### src/rtl/regread_1.sv
// Transmit side of the one-hot bit-write link: snapshots a word on start and walks a
// one-hot select across it, presenting each bit's value for HOLD cycles per slot.
module regread_1 #(
  parameter int WIDTH = 4,
  parameter int HOLD  = 1
) (
  input  logic             clk,
  input  logic             rst,
  input  logic             start,
  input  logic             abort,
  input  logic [WIDTH-1:0] din,
  output logic [WIDTH-1:0] ctrl,
  output logic             out,
  output logic             busy,
  output logic             done
);

  localparam int IW = $clog2(WIDTH);
  localparam int HW = $clog2(HOLD + 1);
  localparam logic [IW-1:0] IdxLast  = IW'(WIDTH - 1);
  localparam logic [HW-1:0] HoldLast = HW'(HOLD - 1);

  typedef enum logic [1:0] {
    IDLE = 2'd0,
    SEND = 2'd1,
    DONE = 2'd2
  } state_t;

  state_t           state_q, state_d;
  logic [WIDTH-1:0] shadow_q, shadow_d;
  logic [WIDTH-1:0] ctrl_q, ctrl_d;
  logic [IW-1:0]    idx_q, idx_d;
  logic [HW-1:0]    hold_q, hold_d;
  logic             out_q, out_d;
  logic             busy_q, busy_d;
  logic             done_q, done_d;
  logic [IW-1:0]    nextIdx;

  assign nextIdx = idx_q + IW'(1);

  // Terminal counts are compared explicitly so the index never runs past the last bit.
  always_comb begin
    state_d  = state_q;
    shadow_d = shadow_q;
    ctrl_d   = ctrl_q;
    idx_d    = idx_q;
    hold_d   = hold_q;
    out_d    = out_q;
    busy_d   = busy_q;
    done_d   = done_q;
    unique case (state_q)
      IDLE: begin
        ctrl_d = '0;
        out_d  = 1'b0;
        busy_d = 1'b0;
        done_d = 1'b0;
        idx_d  = '0;
        hold_d = '0;
        if (start) begin
          shadow_d = din;
          ctrl_d   = {{(WIDTH-1){1'b0}}, 1'b1};
          out_d    = din[0];
          busy_d   = 1'b1;
          state_d  = SEND;
        end
      end
      SEND: begin
        if (abort) begin
          ctrl_d  = '0;
          out_d   = 1'b0;
          busy_d  = 1'b0;
          idx_d   = '0;
          hold_d  = '0;
          state_d = IDLE;
        end else if (hold_q == HoldLast) begin
          hold_d = '0;
          if (idx_q == IdxLast) begin
            ctrl_d  = '0;
            out_d   = 1'b0;
            busy_d  = 1'b0;
            done_d  = 1'b1;
            idx_d   = '0;
            state_d = DONE;
          end else begin
            idx_d  = nextIdx;
            ctrl_d = {ctrl_q[WIDTH-2:0], 1'b0};
            out_d  = shadow_q[nextIdx];
          end
        end else begin
          hold_d = hold_q + HW'(1);
        end
      end
      DONE: begin
        done_d  = 1'b0;
        state_d = IDLE;
      end
      default: begin
        ctrl_d  = '0;
        out_d   = 1'b0;
        busy_d  = 1'b0;
        done_d  = 1'b0;
        idx_d   = '0;
        hold_d  = '0;
        state_d = IDLE;
      end
    endcase
  end

  always_ff @(posedge clk or posedge rst) begin
    if (rst) begin
      state_q  <= IDLE;
      shadow_q <= '0;
      ctrl_q   <= '0;
      idx_q    <= '0;
      hold_q   <= '0;
      out_q    <= 1'b0;
      busy_q   <= 1'b0;
      done_q   <= 1'b0;
    end else begin
      state_q  <= state_d;
      shadow_q <= shadow_d;
      ctrl_q   <= ctrl_d;
      idx_q    <= idx_d;
      hold_q   <= hold_d;
      out_q    <= out_d;
      busy_q   <= busy_d;
      done_q   <= done_d;
    end
  end

  assign ctrl = ctrl_q;
  assign out  = out_q;
  assign busy = busy_q;
  assign done = done_q;

endmodule
### config.mk
export PLATFORM = sky130hd
export DESIGN_NAME = regread_1
export DESIGN_NICKNAME = d
export VERILOG_FILES = /design/src/rtl/regread_1.sv
export SDC_FILE = /design/constraint.sdc
export NUM_CORES = 1
export LEC_CHECK = 0
export ABC_AREA = 1
export BUFFER_PORTS_ARGS = -buffer_cell sky130_fd_sc_hd__buf_2
export CORE_ASPECT_RATIO = 0.7
export CORE_UTILIZATION = 25
export CTS_CLUSTER_DIAMETER = 80
export DETAILED_ROUTE_END_ITERATION = 8
export PLACE_DENSITY = 0.5
export SKIP_LAST_GASP = 1
export SYNTH_ARGS = -nofsm -noshare
export SYNTH_HDL_FRONTEND = slang
export SYNTH_SLANG_ARGS = --single-unit
### constraint.sdc
create_clock -name clk -period 2.1 [get_ports clk]
set_clock_uncertainty 0.15 [all_clocks]
set_input_delay 0.315 -clock clk [delete_from_list [all_inputs] [get_ports clk]]
set_output_delay 0.315 -clock clk [all_outputs]
set_load 0.02 [all_outputs]
==> results.toml, run 1 <==
[outcome]
status = "finished, final reports clean"

[cells_and_area]
register_area_um2 = 375.4
multiInputGateArea_um2 = 267.8
num-nets-final = 103
fin_area_um2 = 845.8
drive_above_1_share_pct = 36.56
antenna_cells = 0
syn2layout_area_growth_pct = 24.95
fill_cells = 284
final_common_cell = "nand2_1"
mostFrequentLayoutCells = "nand2_1, dfrtp_1, buf_2, inv_2, nand3_1"

[pwr]
power_frac_comb_pct = 17.3
power_mw = 0.7000
p_sw_share_pct = 28.66
pwr-share-clk_pct = 33.4
leakage_nw = 0.4690
peakVddDrop_mv = 0.3908
intPower_mw = 0.4994
power_switching_mw = 0.2006
power_density_nw_per_um2 = 827.6
p_seq_share_pct = 49.3

[clock_tree]
cts_buffers = 3
post-cts-setup-buffers = 0
clk_latency_ns = 0.25
htree_num_levels = 1
path_clk_slew_ns = 0.06
cts_num_sinks = 15
cts_buffer_depth = 2
root_buffer = "clkbuf_8"
cts_tree = "done"

[route]
drt-met1-wl_um = 575
final_antenna_net_count = 0
routed.top_layer = "met4"
drc = 0
via_per_inst = 4.079
met2_length_um = 474
routed-via-count = 518
firstDrtPassIters = 4
drt-total-wl_um = 1173
drt_iter0_drc = 14
wl_per_cell_um = 9.236
dr_wl_met3_um = 112

[synthesis]
synthTopCellsByArea = "dfrtp_1, nand2_1, inv_2"
ys_ff_latch = 15
syn_inst = 74
ys_seq_area_share_pct = 55.45
synth_top_cell_by_area = "dfrtp_1"
yosysTopAreaCellShare_pct = 55.45
synthDistinctLibCells = 14
synth.cell_area_um2 = 676.9
syn_area_per_cell_um2 = 9.147
yosys_warnings = 0
syn_nets = 83

[critical_path]
cp_slowest_cell = "dfrtp_1"
worst_path_largest_cell_delay_ns = 0.43
path_cells = "ha_1 > inv_2 > nand2_2 > nor2_8 > nand3_2 > nand3_2"
cp_common_cell = "nand3_2"
worst-endpoint-arrival_ns = 1.35
worstSetupPathType = "flip-flop to flip-flop"
crit_required_ns = 2.14
start_kind = "flip-flop"
cp-end-kind = "flip-flop"
critPathMaxFanout = 6

[grt]
antenna_found_initial = 0
grt_pass1_vias = 432
grt_max_degree = 16
grtUsageTotal_pct = 9.505
grt_pass1_wl_um = 1945
overflow = 0

[timing]
hold_viol = 0
period_minus_slack_ns = 1.315
setup_tns_ns = 0
slew_viol_final = 0
setup_violations = 0
worstMarginPinSlew_ns = 0.5728
fin_crit_sh_pct = 62.61
slew_headroom_pct = 61.77
max_freq_mhz = 760.5
grt_setup_unrepaired = "no"
fin_hold_ws_ns = 0.1085

[placed_design]
portBuffers = 14
gp_congestion = 0.6916
dpl.hpwl_um = 890.5
placed_area_um2 = 789.5

[hold_path]
hold_path_class = "primary input to flip-flop"

[floorplan]
io_pins = 15
die-area_um2 = 2923
chipWidth_um = 64.20
core_um2 = 2515
start_util_pct = 26.92
fp-row-count = 15
die_h_um = 45.54

[job]
drv_cap = 0
==> per-stage QoR <==
stage	std cells	worst slack [ns]	utilization [%]
6_report	127	0.7852	33.63
5_1_grt	127	0.7029	33.63
4_1_cts	127	0.7705	33.63
3_5_place_dp	122	0.7975	31.39
3_3_place_gp	122	0.8083	31.39
2_1_floorplan	74	0.8659	-
==> flip-flops by register name (all words and copies together), names as in the netlist <==
| signal | cells |
|---|---|
| busy | 1 |
| ctrl | 4 |
| done | 1 |
| idx_q | 2 |
| out | 1 |
| shadow_q | 4 |
| state_q | 2 |
==> power groups by stage <==
stage / registers, mW / clock network, mW / logic [mW]
after floorplan: 0.358 / 0 / 0.0805
after global placement: 0.350 / 0 / 0.123
after detailed placement: 0.351 / 0 / 0.123
after CTS: 0.345 / 0.243 / 0.125
after global routing: 0.349 / 0.254 / 0.139
final: 0.345 / 0.234 / 0.121
==> layer usage <==
metal,vias up,track usage [%]
met5,-,0
met4,0,4.000
met3,3,5.250
met2,18,12.77
met1,231,12.50
li1,266,-
==> worst max-delay path, delay by kind of cell (launching register included) <==
| kind | cells | cell delay [ns] |
|---|---|---|
| buffers and inverters | 1 | 0.07 |
| adder cells (fa/ha/maj) | 1 | 0.23 |
| flip-flops | 1 | 0.43 |
| AND/OR/NAND/NOR | 4 | 0.36 |
==> what timing repair did <==
item / in CTS / in global routing
hold buffers: 1 / 0
resized for setup: 0 / 0
hold endpoints to repair: 15 / 0
==> cells in the mapped netlist, drive strengths merged <==
cell type and number:
nor2 3, inv 9, dfrtp 15, o21ai 4
nand2 34, nand3 8, ha 1
==> cells by family after synthesis <==
group / after synthesis / synth area share, %
buf+inv: 9 / 4.992
compound gates: 4 / 2.958
fa+ha+maj: 1 / 1.848
simple gates: 45 / 34.75
flops: 15 / 55.45
==> layout make-up <==
class | instances | area share (%)
Clock buffer | 3 | 4.882
Inverter | 9 | 3.994
Multi-Input combinational cell | 50 | 31.66
Timing Repair Buffer | 15 | 9.467
Clock inverter | 1 | 0.5917
Tap cell | 34 | 5.030
Sequential cell | 15 | 44.38
==> final timing paths <==
kind	slack, ns	cells past startpoint	end	from
min reg2reg	0.33	2	shadow_q[0]	shadow_q[0]
min in group asynchronous	0.51	3	busy	rst
max	0.79	6	out	idx_q[0]
max in group asynchronous	0.91	3	idx_q[1]	rst
min	0.11	3	shadow_q[3]	din[3]
max reg2reg	0.79	6	out	idx_q[0]
No activity file was read; power rests on OpenSTA's default activity.
==> inputs of run 2 (changes only) <==
--- a/config.mk
+++ b/config.mk
@@ -5,13 +5,13 @@
 export SDC_FILE = /design/constraint.sdc
 export NUM_CORES = 1
 export LEC_CHECK = 0
-export ABC_AREA = 1
+export ABC_AREA = 0
 export BUFFER_PORTS_ARGS = -buffer_cell sky130_fd_sc_hd__buf_2
 export CORE_ASPECT_RATIO = 0.7
 export CORE_UTILIZATION = 25
 export CTS_CLUSTER_DIAMETER = 80
 export DETAILED_ROUTE_END_ITERATION = 8
-export PLACE_DENSITY = 0.5
+export PLACE_DENSITY = 0.51
 export SKIP_LAST_GASP = 1
 export SYNTH_ARGS = -nofsm -noshare
 export SYNTH_HDL_FRONTEND = slang
==> constraint.sdc (replaced) <==
create_clock -name clk -period 1.2 [get_ports clk]
set_clock_uncertainty 0.15 [all_clocks]
set_input_delay 0.18 -clock clk [delete_from_list [all_inputs] [get_ports clk]]
set_output_delay 0.18 -clock clk [all_outputs]
set_load 0.02 [all_outputs]
==> results.toml, run 2 <==
[outcome]
status = "finished, violations left"
violations = "negative setup slack"

[cells_and_area]
utilization_pct = 38.76
mostFrequentLayoutCells = "buf_2, dfrtp_1, nand2_1, buf_4"
num-nets-final = 94
syn2layout_area_growth_pct = 43.20
final_common_cell = "buf_2"
antenna_cells = 0
drive_above_1_share_pct = 50.00

[clock_tree]
cts_buffers = 3
root_buffer = "clkbuf_8"
htree_num_levels = 1
clk_latency_ns = 0.24
cts_num_sinks = 15
path_clk_slew_ns = 0.06
cts_buffer_depth = 2
cts_tree = "done"

[synthesis]
yosysMostFrequentCell = "dfrtp_1"
yosys_warnings = 0
syn_inst = 57
ys_ff_latch = 15
synth.cell_area_um2 = 680.7
ys_seq_area_share_pct = 55.15
synth_top_cell_by_area = "dfrtp_1"
synthTopCellsByArea = "dfrtp_1, mux2_2, nand2_1"
syn_area_per_cell_um2 = 11.94
synth_commonest_cells = "dfrtp_1, nand2_1, mux2_2, o22ai_1, nand3b_1"
synthFlopType = "dfrtp_1"
syn_nets = 66
synth_edf_count = 0
yosysTopAreaCellShare_pct = 55.15
async_reset_ff_share_pct = 100.0
synthDistinctLibCells = 24

[timing]
worstMarginPinSlew_ns = 0.2169
slew_viol_final = 0
setup_ws_ns = -0.1992
slew_headroom_pct = 85.45
max_freq_mhz = 714.7
setup_violations = 12
fin_crit_sh_pct = 116.6
grt_setup_unrepaired = "yes"
hold_viol = 0
period_minus_slack_ns = 1.399

[job]
drv_cap = 0

[placed_design]
portBuffers = 14
dpl.hpwl_um = 979.8
gp_congestion = 0.6853

[pwr]
leakage_nw = 0.4528
power_switching_mw = 0.3363
p_sw_share_pct = 25.81
power_frac_comb_pct = 22.6
p_seq_share_pct = 46.7
peakVddDrop_mv = 0.4904
power_mw = 1.303
pwr-share-clk_pct = 30.7
power_density_nw_per_um2 = 1337
intPower_mw = 0.9669

[critical_path]
regToRegSetupSlack_ns = -0.20
start_kind = "flip-flop"
worst-endpoint-arrival_ns = 1.38
worstSetupPathType = "flip-flop to flip-flop"
reg2reg_depth = 4
crit_start = "idx_q[0]"
reg2reg_from = "idx_q[0]"
timing.rr.end = "out"
cp-endpoint = "out"
cp-end-kind = "flip-flop"
cp_slowest_cell = "dfrtp_2"
crit_required_ns = 1.18
worst_path_largest_cell_delay_ns = 0.44
critPathMaxFanout = 3
path_cells = "ha_4 > mux4_2 > nand4b_1 > o21ai_1"

[grt]
grt_max_degree = 16
antenna_found_initial = 0
overflow = 0
grt_pass1_wl_um = 2180
grt_pass1_vias = 464
grtUsageTotal_pct = 10.44

[floorplan]
start_util_pct = 27.06
die_h_um = 45.66
die-area_um2 = 2939
core_um2 = 2515
fp-row-count = 15
io_pins = 15
chipWidth_um = 64.37

[route]
drc = 0
drt-total-wl_um = 1352
drt_iter0_drc = 13
final_antenna_net_count = 0
routed-via-count = 509
wl_per_cell_um = 11.46
via_per_inst = 4.314
firstDrtPassIters = 4

[hold_path]
hold_path_class = "primary input to flip-flop"
[run 2: changes by cell type in the layout (fill, tap and decap cells not counted), sizes merged, moves of 4 or more]
cell | before | now
o22ai | 0 | 4
mux2 | 0 | 4
inv | 9 | 1
buf | 14 | 24
nand3 | 8 | 0
nand2 | 34 | 9
[run 2: cells by family (layout without fill, tap and decap cells)]
logic type                 count (synthesis)  in the layout  synth area share [%]
AOI/OAI and AO/OA                         11             11                 9.926
adders and majority gates                  1              1                 1.838
buffers and inverters                      4             31                 3.125
DFF                                       15             15                 55.15
muxes                                      6              6                 11.40
and+or+nand+nor                           20             20                 18.57
[run 2: metal layers]
| layer | vias up | routed length, µm | global-route usage [%] |
|---|---|---|---|
| met1 | 236 | 735 | 14.11 |
| met5 | - | 0 | 0 |
| met4 | 0 | 18 | 4.000 |
| li1 | 261 | - | - |
| met2 | 10 | 549 | 14.74 |
| met3 | 2 | 48 | 4.500 |
[run 2: power by group through the flow]
stage / Sequential [mW] / Combinational [mW] / Clock [mW]
6_report: 0.608 / 0.295 / 0.400
5_1_grt: 0.617 / 0.317 / 0.445
4_1_cts: 0.608 / 0.283 / 0.420
3_5_place_dp: 0.613 / 0.232 / 0
3_3_place_gp: 0.612 / 0.227 / 0
2_1_floorplan: 0.627 / 0.131 / 0
[run 2: stage by stage]
| stage | cell area (µm²) | cells | hold WS [ns] | setup TNS, ns | setup slack, ns |
|---|---|---|---|---|---|
| CTS | 948.4 | 117 | 0.006344 | -1.377 | -0.2009 |
| floorplan | 680.7 | 57 | -0.06852 | -0.9407 | -0.1823 |
| detailed placement | 828.3 | 109 | 0.04124 | -1.733 | -0.2277 |
| global placement | 828.3 | 109 | 0.03984 | -1.496 | -0.2120 |
| global route | 974.7 | 118 | 0.02445 | -1.778 | -0.2138 |
| finish | 974.7 | 118 | 0.01861 | -1.201 | -0.1992 |
[run 2: cell type report]
class	instances	area [µm²]
clock inverter	1	5.005
fill	250	1540
sequential	15	377.9
inverter	1	3.754
multi-input combinational	38	335.3
timing repair buffer	26	168.9
clock buffer	3	41.29
tap	34	42.54
[run 2: worst max-delay path: cells and delay by family (launching register included)]
family                   cells  cell delay (ns)
multiplexers                 1             0.28
AND/OR/NAND/NOR              1             0.09
AO/OA/AOI/OAI                1             0.06
adder cells (fa/ha/maj)      1             0.27
flip-flops                   1             0.44
[run 2: worst min-delay path by stage]
stage,startpoint,endpoint,slack (ns),depth (start not counted)
after CTS,din[1],shadow_q[1],0.006,2
final,din[2],shadow_q[2],0.02,2
after global placement,rst,shadow_q[3],0.04,3
after floorplan,rst,busy,-0.07,1
after global routing,din[2],shadow_q[2],0.02,2
after detailed placement,rst,idx_q[0],0.04,3
[run 2: timing repair]
action                                  4_1_cts  5_1_grt
hold buffers                                  1        1
pin swaps                                     3        3
setup buffers                                 3        0
cloned                                        0        0
endpoints found under the setup margin       12       14
hold endpoints to repair                     15        1
resized for setup                            10        5
==> inputs of run 3 (changes only) <==
--- a/config.mk
+++ b/config.mk
@@ -16,3 +16,4 @@
 export SYNTH_ARGS = -nofsm -noshare
 export SYNTH_HDL_FRONTEND = slang
 export SYNTH_SLANG_ARGS = --single-unit
+export TNS_END_PERCENT = 5
==> constraint.sdc (replaced) <==
create_clock -name clk -period 1.2 [get_ports clk]
set_clock_uncertainty 0.15 [all_clocks]
set_input_delay 0 -clock clk [delete_from_list [all_inputs] [get_ports clk]]
set_output_delay 0 -clock clk [all_outputs]
set_load 0.02 [all_outputs]
==> results.toml, run 3 (synthesis results as in run 2) <==
[cells_and_area]
finalNonFillerCells = 121
fill_cells = 262
mostFrequentLayoutCells = "dfrtp_1, buf_2, nand2_1, buf_4, dlygate4sd3_1"
num-nets-final = 97
fin_area_um2 = 970.9
antenna_cells = 0
drive_above_1_share_pct = 42.53
utilization_pct = 38.61
syn2layout_area_growth_pct = 42.65

[job]
drv_cap = 0

[floorplan]
die_h_um = 45.66
core_um2 = 2515
die-area_um2 = 2939
chipWidth_um = 64.37
io_pins = 15
fp-row-count = 15
start_util_pct = 27.06

[placed_design]
place_inst = 110
dpl.hpwl_um = 955.7
placed_area_um2 = 835.8
portBuffers = 14
gp_congestion = 0.7358
pre_cts_ws_ns = -0.2101

[timing]
fin_hold_ws_ns = 0.02088
setup_violations = 12
slew_headroom_pct = 81.87
fin_crit_sh_pct = 117.0
period_minus_slack_ns = 1.404
setup_ws_ns = -0.2037
hold_viol = 0
grt_setup_unrepaired = "yes"
worstMarginPinSlew_ns = 0.2697
max_freq_mhz = 712.4
slew_viol_final = 0

[clock_tree]
path_clk_slew_ns = 0.06
cts_tree = "done"
clk_latency_ns = 0.24
htree_num_levels = 1
root_buffer = "clkbuf_8"
cts_num_sinks = 15
cts_buffers = 3
cts_buffer_depth = 2

[route]
routed-via-count = 543
drt-total-wl_um = 1354
drt-met1-wl_um = 620
met2_length_um = 645
drt_iter0_drc = 9
via_per_inst = 4.488
wl_per_cell_um = 11.19
firstDrtPassIters = 4
drc = 0
final_antenna_net_count = 0
routed.top_layer = "met4"
dr_wl_met3_um = 61

[critical_path]
cp-end-kind = "flip-flop"
worstSetupPathType = "flip-flop to flip-flop"
start_kind = "flip-flop"
worst-endpoint-arrival_ns = 1.39
crit_required_ns = 1.18
critPathMaxFanout = 3

[grt]
overflow = 0
antenna_found_initial = 0
grt_max_degree = 16
grtUsageTotal_pct = 10.54
grt_pass1_vias = 492
grt_pass1_wl_um = 2187

[pwr]
leakage_nw = 0.4395
power_density_nw_per_um2 = 1299
peakVddDrop_mv = 0.3642

[outcome]
violations = "negative setup slack"
status = "finished, violations left"

[hold_path]
hold_path_class = "primary input to flip-flop"
run 3: changes by cell type in the layout (fill, tap and decap cells not counted), sizes merged:
cell | previous run | this run
dlygate4sd3 | 2 | 7
buf | 24 | 22
clkinv | 1 | 0
clkbuf | 3 | 4
run 3: layout make-up:
type,instances,area (µm²),area share [%]
flip-flops and latches,15,376.6,38.79
clock buffers,4,45.04,4.639
repair buffers,29,200.2,20.62
multi-input cells,38,302.8,31.19
well taps,34,42.54,4.381
inverters,1,3.754,0.3866
run 3: timing repair:
item / in CTS / in global routing
endpoints found under the setup margin: 13 / 14
hold buffers: 7 / 0
buffers inserted: 0 / 0
hold endpoints to repair: 23 / 0
resized for setup: 1 / 3
run 3: critical path: stages (launching register included):
cell and delay [ns]:
dfrtp_2 0.44, ha_4 0.28, mux4_2 0.27, nand4b_1 0.09, o21ai_1 0.06
run 3: metrics by stage:
stage	power [mW]	TNS, ns
finish	1.261	-1.305
global route	1.331	-2.059
CTS	1.282	-1.374
detailed placement	0.8454	-1.488
global placement	0.8431	-1.396
floorplan	0.7579	-0.9407
run 3: where the power goes:
part           total, mW  switching, mW  internal, mW
clock              0.398          0.164         0.235
sequential         0.606         0.0386         0.568
combinational      0.256          0.114         0.142
total               1.26          0.317         0.944
run 3: path summary, 6_finish.rpt:
kind                        startpoint  slack, ns           to  cells past startpoint
max in group asynchronous          rst       0.57     idx_q[0]                      4
min                              start       0.02   state_q[0]                      4
min reg2reg                shadow_q[2]       0.36  shadow_q[2]                      1
max reg2reg                   idx_q[0]      -0.20          out                      4
max                           idx_q[0]      -0.20          out                      4
min in group asynchronous          rst       0.14  shadow_q[1]                      4
run 3: per-layer routing:
layer / vias up / GRT usage (%)
met4: 0 / 6.667
met2: 15 / 16.63
met3: 2 / 3.750
li1: 266 / -
met5: - / 0
met1: 260 / 12.52
